===== src/rtl/sram_stream_reader.sv =====
// sram_stream_reader: streams a burst of consecutive SRAM words onto a valid/ready port.
// Latency: start sampled at E0, first read issues at E1, first beat valid after E2; 1 beat/cycle with out_ready high.
// Backpressure: reads are credit-limited (FIFO + in-flight <= 2); a stalled beat holds out_data/out_last stable.
//
// Ports:
//   clk, rst_n            - clock, asynchronous active-low reset
//   start/base_addr/length- burst request, captured only while idle (length 0..2^ADDR_W)
//   abort                 - synchronous cancel, flushes everything, no done pulse
//   sram_addr/we/d/q      - read-only port to a 1-cycle-latency synchronous SRAM
//   out_data/valid/ready/last - output stream
//   busy, done            - status: not idle / one-cycle burst-complete pulse

// Small generic synchronous FIFO with flush. The caller never pushes when
// full nor pops when empty.
module sram_stream_reader_fifo #(
    parameter int WIDTH = 8,
    parameter int DEPTH = 2
) (
    input  logic                           clk,
    input  logic                           rst_n,
    input  logic                           flush,
    input  logic                           push,
    input  logic [WIDTH-1:0]               push_dat,
    input  logic                           pop,
    output logic [WIDTH-1:0]               head_dat,
    output logic [$clog2(DEPTH+1)-1:0]     count
);
    localparam int PTR_W = (DEPTH > 1) ? $clog2(DEPTH) : 1;

    logic [WIDTH-1:0] mem [DEPTH];
    logic [PTR_W-1:0] wr_ptr;
    logic [PTR_W-1:0] rd_ptr;

    assign head_dat = mem[rd_ptr];

    always_ff @(posedge clk or negedge rst_n) begin
        if (!rst_n) begin
            wr_ptr <= '0;
            rd_ptr <= '0;
            count  <= '0;
            for (int i = 0; i < DEPTH; i++) begin
                mem[i] <= '0;
            end
        end else if (flush) begin
            wr_ptr <= '0;
            rd_ptr <= '0;
            count  <= '0;
        end else begin
            if (push) begin
                mem[wr_ptr] <= push_dat;
                wr_ptr      <= (wr_ptr == PTR_W'(DEPTH - 1)) ? '0 : wr_ptr + 1'b1;
            end
            if (pop) begin
                rd_ptr <= (rd_ptr == PTR_W'(DEPTH - 1)) ? '0 : rd_ptr + 1'b1;
            end
            case ({push, pop})
                2'b10:   count <= count + 1'b1;
                2'b01:   count <= count - 1'b1;
                default: count <= count;
            endcase
        end
    end
endmodule

module sram_stream_reader #(
    parameter int DATA_W = 16,
    parameter int ADDR_W = 12
) (
    input  logic              clk,
    input  logic              rst_n,
    input  logic              start,
    input  logic [ADDR_W-1:0] base_addr,
    input  logic [ADDR_W:0]   length,
    input  logic              abort,
    output logic [ADDR_W-1:0] sram_addr,
    output logic              sram_we,
    output logic [DATA_W-1:0] sram_d,
    input  logic [DATA_W-1:0] sram_q,
    output logic [DATA_W-1:0] out_data,
    output logic              out_valid,
    input  logic              out_ready,
    output logic              out_last,
    output logic              busy,
    output logic              done
);
    typedef enum logic [1:0] {
        IDLE  = 2'd0,
        RUN   = 2'd1,
        DRAIN = 2'd2
    } state_t;

    state_t            state;
    state_t            state_nxt;
    logic [ADDR_W:0]   remaining;
    logic              in_flight;
    logic              in_flight_last;   // the read in flight carries the final word
    logic [1:0]        fifo_count;
    logic [DATA_W:0]   fifo_head;        // {last, data}
    logic              pop;
    logic              issue;
    logic              credit_ok;
    logic              accept_last;
    logic              last_issue;

    assign sram_we = 1'b0;
    assign sram_d  = '0;

    assign out_valid   = (fifo_count != 2'd0);
    assign out_data    = out_valid ? fifo_head[DATA_W-1:0] : '0;
    assign out_last    = out_valid & fifo_head[DATA_W];
    assign busy        = (state != IDLE);
    assign pop         = out_valid & out_ready;
    assign accept_last = pop & out_last;

    // A new read may issue only if, counting the beat leaving this edge,
    // the FIFO plus the read already in flight leave room for it.
    assign credit_ok  = (({1'b0, fifo_count} + {2'b00, in_flight}) < (3'd2 + {2'b00, pop}));
    assign last_issue = issue && (remaining == (ADDR_W+1)'(1));

    always_ff @(posedge clk or negedge rst_n) begin
        if (!rst_n) begin
            state <= IDLE;
        end else begin
            state <= state_nxt;
        end
    end

    always_comb begin
        state_nxt = state;
        issue     = 1'b0;
        case (state)
            IDLE: begin
                if (start && (length != '0)) begin
                    state_nxt = RUN;
                end
            end
            RUN: begin
                issue = (remaining != '0) && credit_ok;
                if (issue && (remaining == (ADDR_W+1)'(1))) begin
                    state_nxt = DRAIN;
                end
            end
            DRAIN: begin
                if (accept_last) begin
                    state_nxt = IDLE;
                end
            end
            default: state_nxt = IDLE;
        endcase
        // abort wins over everything, including a coinciding last-beat accept
        if (abort) begin
            state_nxt = IDLE;
            issue     = 1'b0;
        end
    end

    always_ff @(posedge clk or negedge rst_n) begin
        if (!rst_n) begin
            sram_addr      <= '0;
            remaining      <= '0;
            in_flight      <= 1'b0;
            in_flight_last <= 1'b0;
            done           <= 1'b0;
        end else begin
            done <= 1'b0;
            if (abort) begin
                remaining      <= '0;
                in_flight      <= 1'b0;
                in_flight_last <= 1'b0;
            end else begin
                in_flight      <= issue;
                in_flight_last <= last_issue;
                case (state)
                    IDLE: begin
                        if (start) begin
                            if (length != '0) begin
                                sram_addr <= base_addr;
                                remaining <= length;
                            end else begin
                                done <= 1'b1;
                            end
                        end
                    end
                    RUN: begin
                        if (issue) begin
                            sram_addr <= sram_addr + 1'b1;   // wraps naturally at 2^ADDR_W
                            remaining <= remaining - 1'b1;
                        end
                    end
                    DRAIN: begin
                        if (accept_last) begin
                            done <= 1'b1;
                        end
                    end
                    default: ;
                endcase
            end
        end
    end

    // The SRAM returns data one edge after the address is sampled, so the
    // read issued last edge is captured now. A read in flight at abort is dropped.
    sram_stream_reader_fifo #(
        .WIDTH (DATA_W + 1),
        .DEPTH (2)
    ) u_fifo (
        .clk      (clk),
        .rst_n    (rst_n),
        .flush    (abort),
        .push     (in_flight & ~abort),
        .push_dat ({in_flight_last, sram_q}),
        .pop      (pop & ~abort),
        .head_dat (fifo_head),
        .count    (fifo_count)
    );
endmodule


===== config.mk =====
export PLATFORM = sky130hd
export DESIGN_NAME = sram_stream_reader
export DESIGN_NICKNAME = d
export VERILOG_FILES = /design/src/rtl/sram_stream_reader.sv
export SDC_FILE = /design/constraint.sdc
export NUM_CORES = 1
export LEC_CHECK = 0
export BUFFER_PORTS_ARGS = -buffer_cell sky130_fd_sc_hd__buf_2
export CORE_AREA = 3 3 103 105
export DETAILED_ROUTE_END_ITERATION = 16
export DIE_AREA = 0 0 106 108
export GPL_TIMING_DRIVEN = 0
export RECOVER_POWER = 100
export SLEW_MARGIN = 20
export SYNTH_ARGS = -nofsm -noshare
export SYNTH_HDL_FRONTEND = slang
export SYNTH_SLANG_ARGS = --single-unit

===== constraint.sdc =====
create_clock -name clk -period 2.83 [get_ports clk]
set_clock_uncertainty 0.15 [all_clocks]
set_input_delay 0.283 -clock clk [delete_from_list [all_inputs] [get_ports clk]]
set_output_delay 0.283 -clock clk [all_outputs]
set_load 0.02 [all_outputs]

==> results.json <==
{
  "synthToLayoutAreaGrowth_pct": 22.7,
  "first_iter_violations": 214,
  "synth_common_cells": "68 x dfrtp_1, 39 x nor2_1, 34 x mux2_2",
  "p_leak_nw": 2.08,
  "period_share_pct": 97.3,
  "fin_cells": 635,
  "ant_nets": 0,
  "num_vias": 3385,
  "clk_latency_ns": 0.35,
  "hp-start": "sram_q[13]",
  "cts_tree": "yes",
  "dieArea_um2": 11400,
  "startpoint_type": "flip-flop",
  "ios": 95,
  "via_per_inst": 5.33,
  "tns_ns": 0,
  "synthFlopType": "dfrtp_1",
  "tightest_slew_ns": 1.52,
  "fillers": 946,
  "clk_pin_slew_ns": 0.08,
  "synth-warning-count": 0,
  "die_w_um": 106,
  "cts_made_buffers": 9,
  "cp.required_ns": 2.88,
  "crit_fanout": 10,
  "start_util_pct": 39.8,
  "grt-ovfl-total": 0,
  "synthTopCellsByArea": "dfrtp_1 44%, mux2_2 9.9%, mux2i_1 4.4%",
  "place_area_um2": 4510,
  "finish.instance_area_um2": 4750,
  "reg2reg_from": "remaining[1]",
  "cp-end-kind": "flip-flop",
  "synth_cell_types": 62,
  "grtUsageTotal_pct": 18.3,
  "layout-drive-gt1-share_pct": 28.7,
  "maxCapViolations": 1,
  "syn_area_um2": 3870,
  "power_density_nw_per_um2": 680,
  "worstPathArrival_ns": 2.80,
  "antenna_found_initial": 0,
  "synth_top_cell_area_share_pct": 43.9,
  "failed_checks": "capacitance limit, slew limit",
  "nets": 549,
  "syn_area_per_cell_um2": 9.95,
  "dieHeight_um": 108,
  "antenna-diode-count": 0,
  "drc_errors": 0,
  "synth_cells": 389,
  "yosysMostFrequentCell": "dfrtp_1",
  "cts_buffer_depth": 2,
  "grt_pass1_vias": 3276,
  "async_flop_share_pct": 100,
  "slew_viol_final": 30,
  "synth_edf_count": 0,
  "grt_max_degree": 41,
  "ys_ff_latch": 68,
  "rows": 36,
  "numPortBuffers": 76,
  "root_buffer": "clkbuf_8",
  "dp_cells": 615,
  "setup_viol": 0,
  "coreArea_um2": 9730,
  "min_path_type": "in -> reg",
  "place.gp.congestion": 0.874,
  "run_status": "finished, violations left",
  "fin_crit_ns": 2.75,
  "wl_per_cell_um": 16.5,
  "ys_seq_area_share_pct": 43.9,
  "first_pass_iters": 5,
  "finalHoldViolations": 0,
  "dp_hpwl_um": 7510,
  "cts.sinks": 68,
  "ir_drop_mv": 0.250,
  "synth_largest_area_cell": "dfrtp_1",
  "max_clock_freq_mhz": 363,
  "wl_um": 10500,
  "worstSetupStartpoint": "remaining[1]",
  "path_class": "reg -> reg",
  "htreeDepth": 3,
  "grt_pass1_wl_um": 16600,
  "relSlewSlack_pct": -1.60
}
==> metrics by stage <==
step	utilization (%)	setup WS [ns]	power [mW]	hold slack [ns]
after floorplan	-	0.209	2.03	-0.163
after global placement	46.0	-0.0535	2.30	0.336
after detailed placement	46.4	-0.0243	2.34	0.0768
after CTS	48.8	0.00240	3.26	0.0123
after global routing	48.8	-0.00240	3.43	0.0187
final	48.8	0.0761	3.23	0.0271
==> placed cells by master, fill, tap and decap left out, types with 3 or more instances in the layout <==
cell type	count
xnor2_1	4
a21oi_1	19
nand2b_1	3
clkbuf_2	8
mux2_2	34
nand2_1	20
conb_1	17
dfrtp_1	67
o31ai_1	3
clkbuf_8	9
inv_1	9
or3_1	5
nor4_1	10
buf_6	3
buf_4	19
nand4_1	3
nor2_1	39
and3_1	3
mux2i_1	17
nor3_1	12
o22ai_1	6
a31oi_1	12
nor3b_1	3
o311ai_0	3
ha_1	6
buf_2	44
nand3_1	8
or4_1	3
clkbuf_1	44
o21ai_0	15
==> worst paths after layout <==
path | depth (start not counted) | to | slack, ns
max in group asynchronous | 3 | remaining[0] | 0.39
min | 2 | u_fifo.mem[13] | 0.03
min reg2reg | 1 | u_fifo.mem[1] | 0.36
min in group asynchronous | 2 | u_fifo.mem[19] | 0.69
max reg2reg | 9 | sram_addr[5] | 0.08
max | 9 | sram_addr[5] | 0.08
==> logic make-up after synthesis <==
logic type | synth area share [%]
and+or+nand+nor | 16.4
AOI/OAI and AO/OA | 15.2
DFF | 43.9
muxes | 14.3
buffers and inverters | 7.01
adders and majority gates | 1.94
xor gates and xnor gates | 1.13
other | 0.0968
==> area by class of cell <==
class / count / area (um^2) / share of cell area [%]
plain buffers: 39 / 235 / 4.95
clock buffers: 9 / 124 / 2.61
inverters: 10 / 37.5 / 0.790
clock inverters: 7 / 98.8 / 2.08
multi-input cells: 288 / 2000 / 42.1
well taps: 133 / 166 / 3.50
flip-flops and latches: 68 / 1700 / 35.8
repair buffers: 81 / 384 / 8.09
==> report_power, final <==
group          internal (mW)  leakage, nW  switching, mW  total, mW
registers               1.20        0.860          0.165       1.37
clock network          0.502        0.110          0.402      0.904
logic                  0.420         1.11          0.539      0.959
total                   2.12         2.08           1.11       3.23
==> state kept, by name (all words and copies together) (netlist names) <==
name / cells
done: 1
in_flight: 1
in_flight_last: 1
remaining: 13
sram_addr: 12
state: 2
u_fifo.count: 2
u_fifo.mem: 34
u_fifo.rd_ptr: 1
u_fifo.wr_ptr: 1
==> per-layer routing <==
layer / part of all wire, % / vias to the layer above / global-route usage (%)
met5: 0 / - / 0
met1: 45 / 1636 / 24.3
met2: 48 / 113 / 29.8
met4: 1.4 / 0 / 5.09
li1: - / 1621 / -
met3: 5.9 / 15 / 4.54
==> timing repair <==
action,4_1_cts,5_1_grt
endpoints found under the hold margin,28,0
setup buffers,0,3
pin swaps,0,1
hold buffers,1,0
endpoints found under the setup margin,3,31
resized for setup,1,7
==> critical path: stages, from the launching register on <==
cell and delay [ns]:
dfrtp_1 0.42, inv_2 0.09, ha_1 0.14, or4b_2 0.58, or4_4 0.43, buf_6 0.15
a31o_1 0.24, buf_6 0.17, a31oi_1 0.16, a21oi_1 0.06
Note: power is estimated with default switching activity, not from simulation.
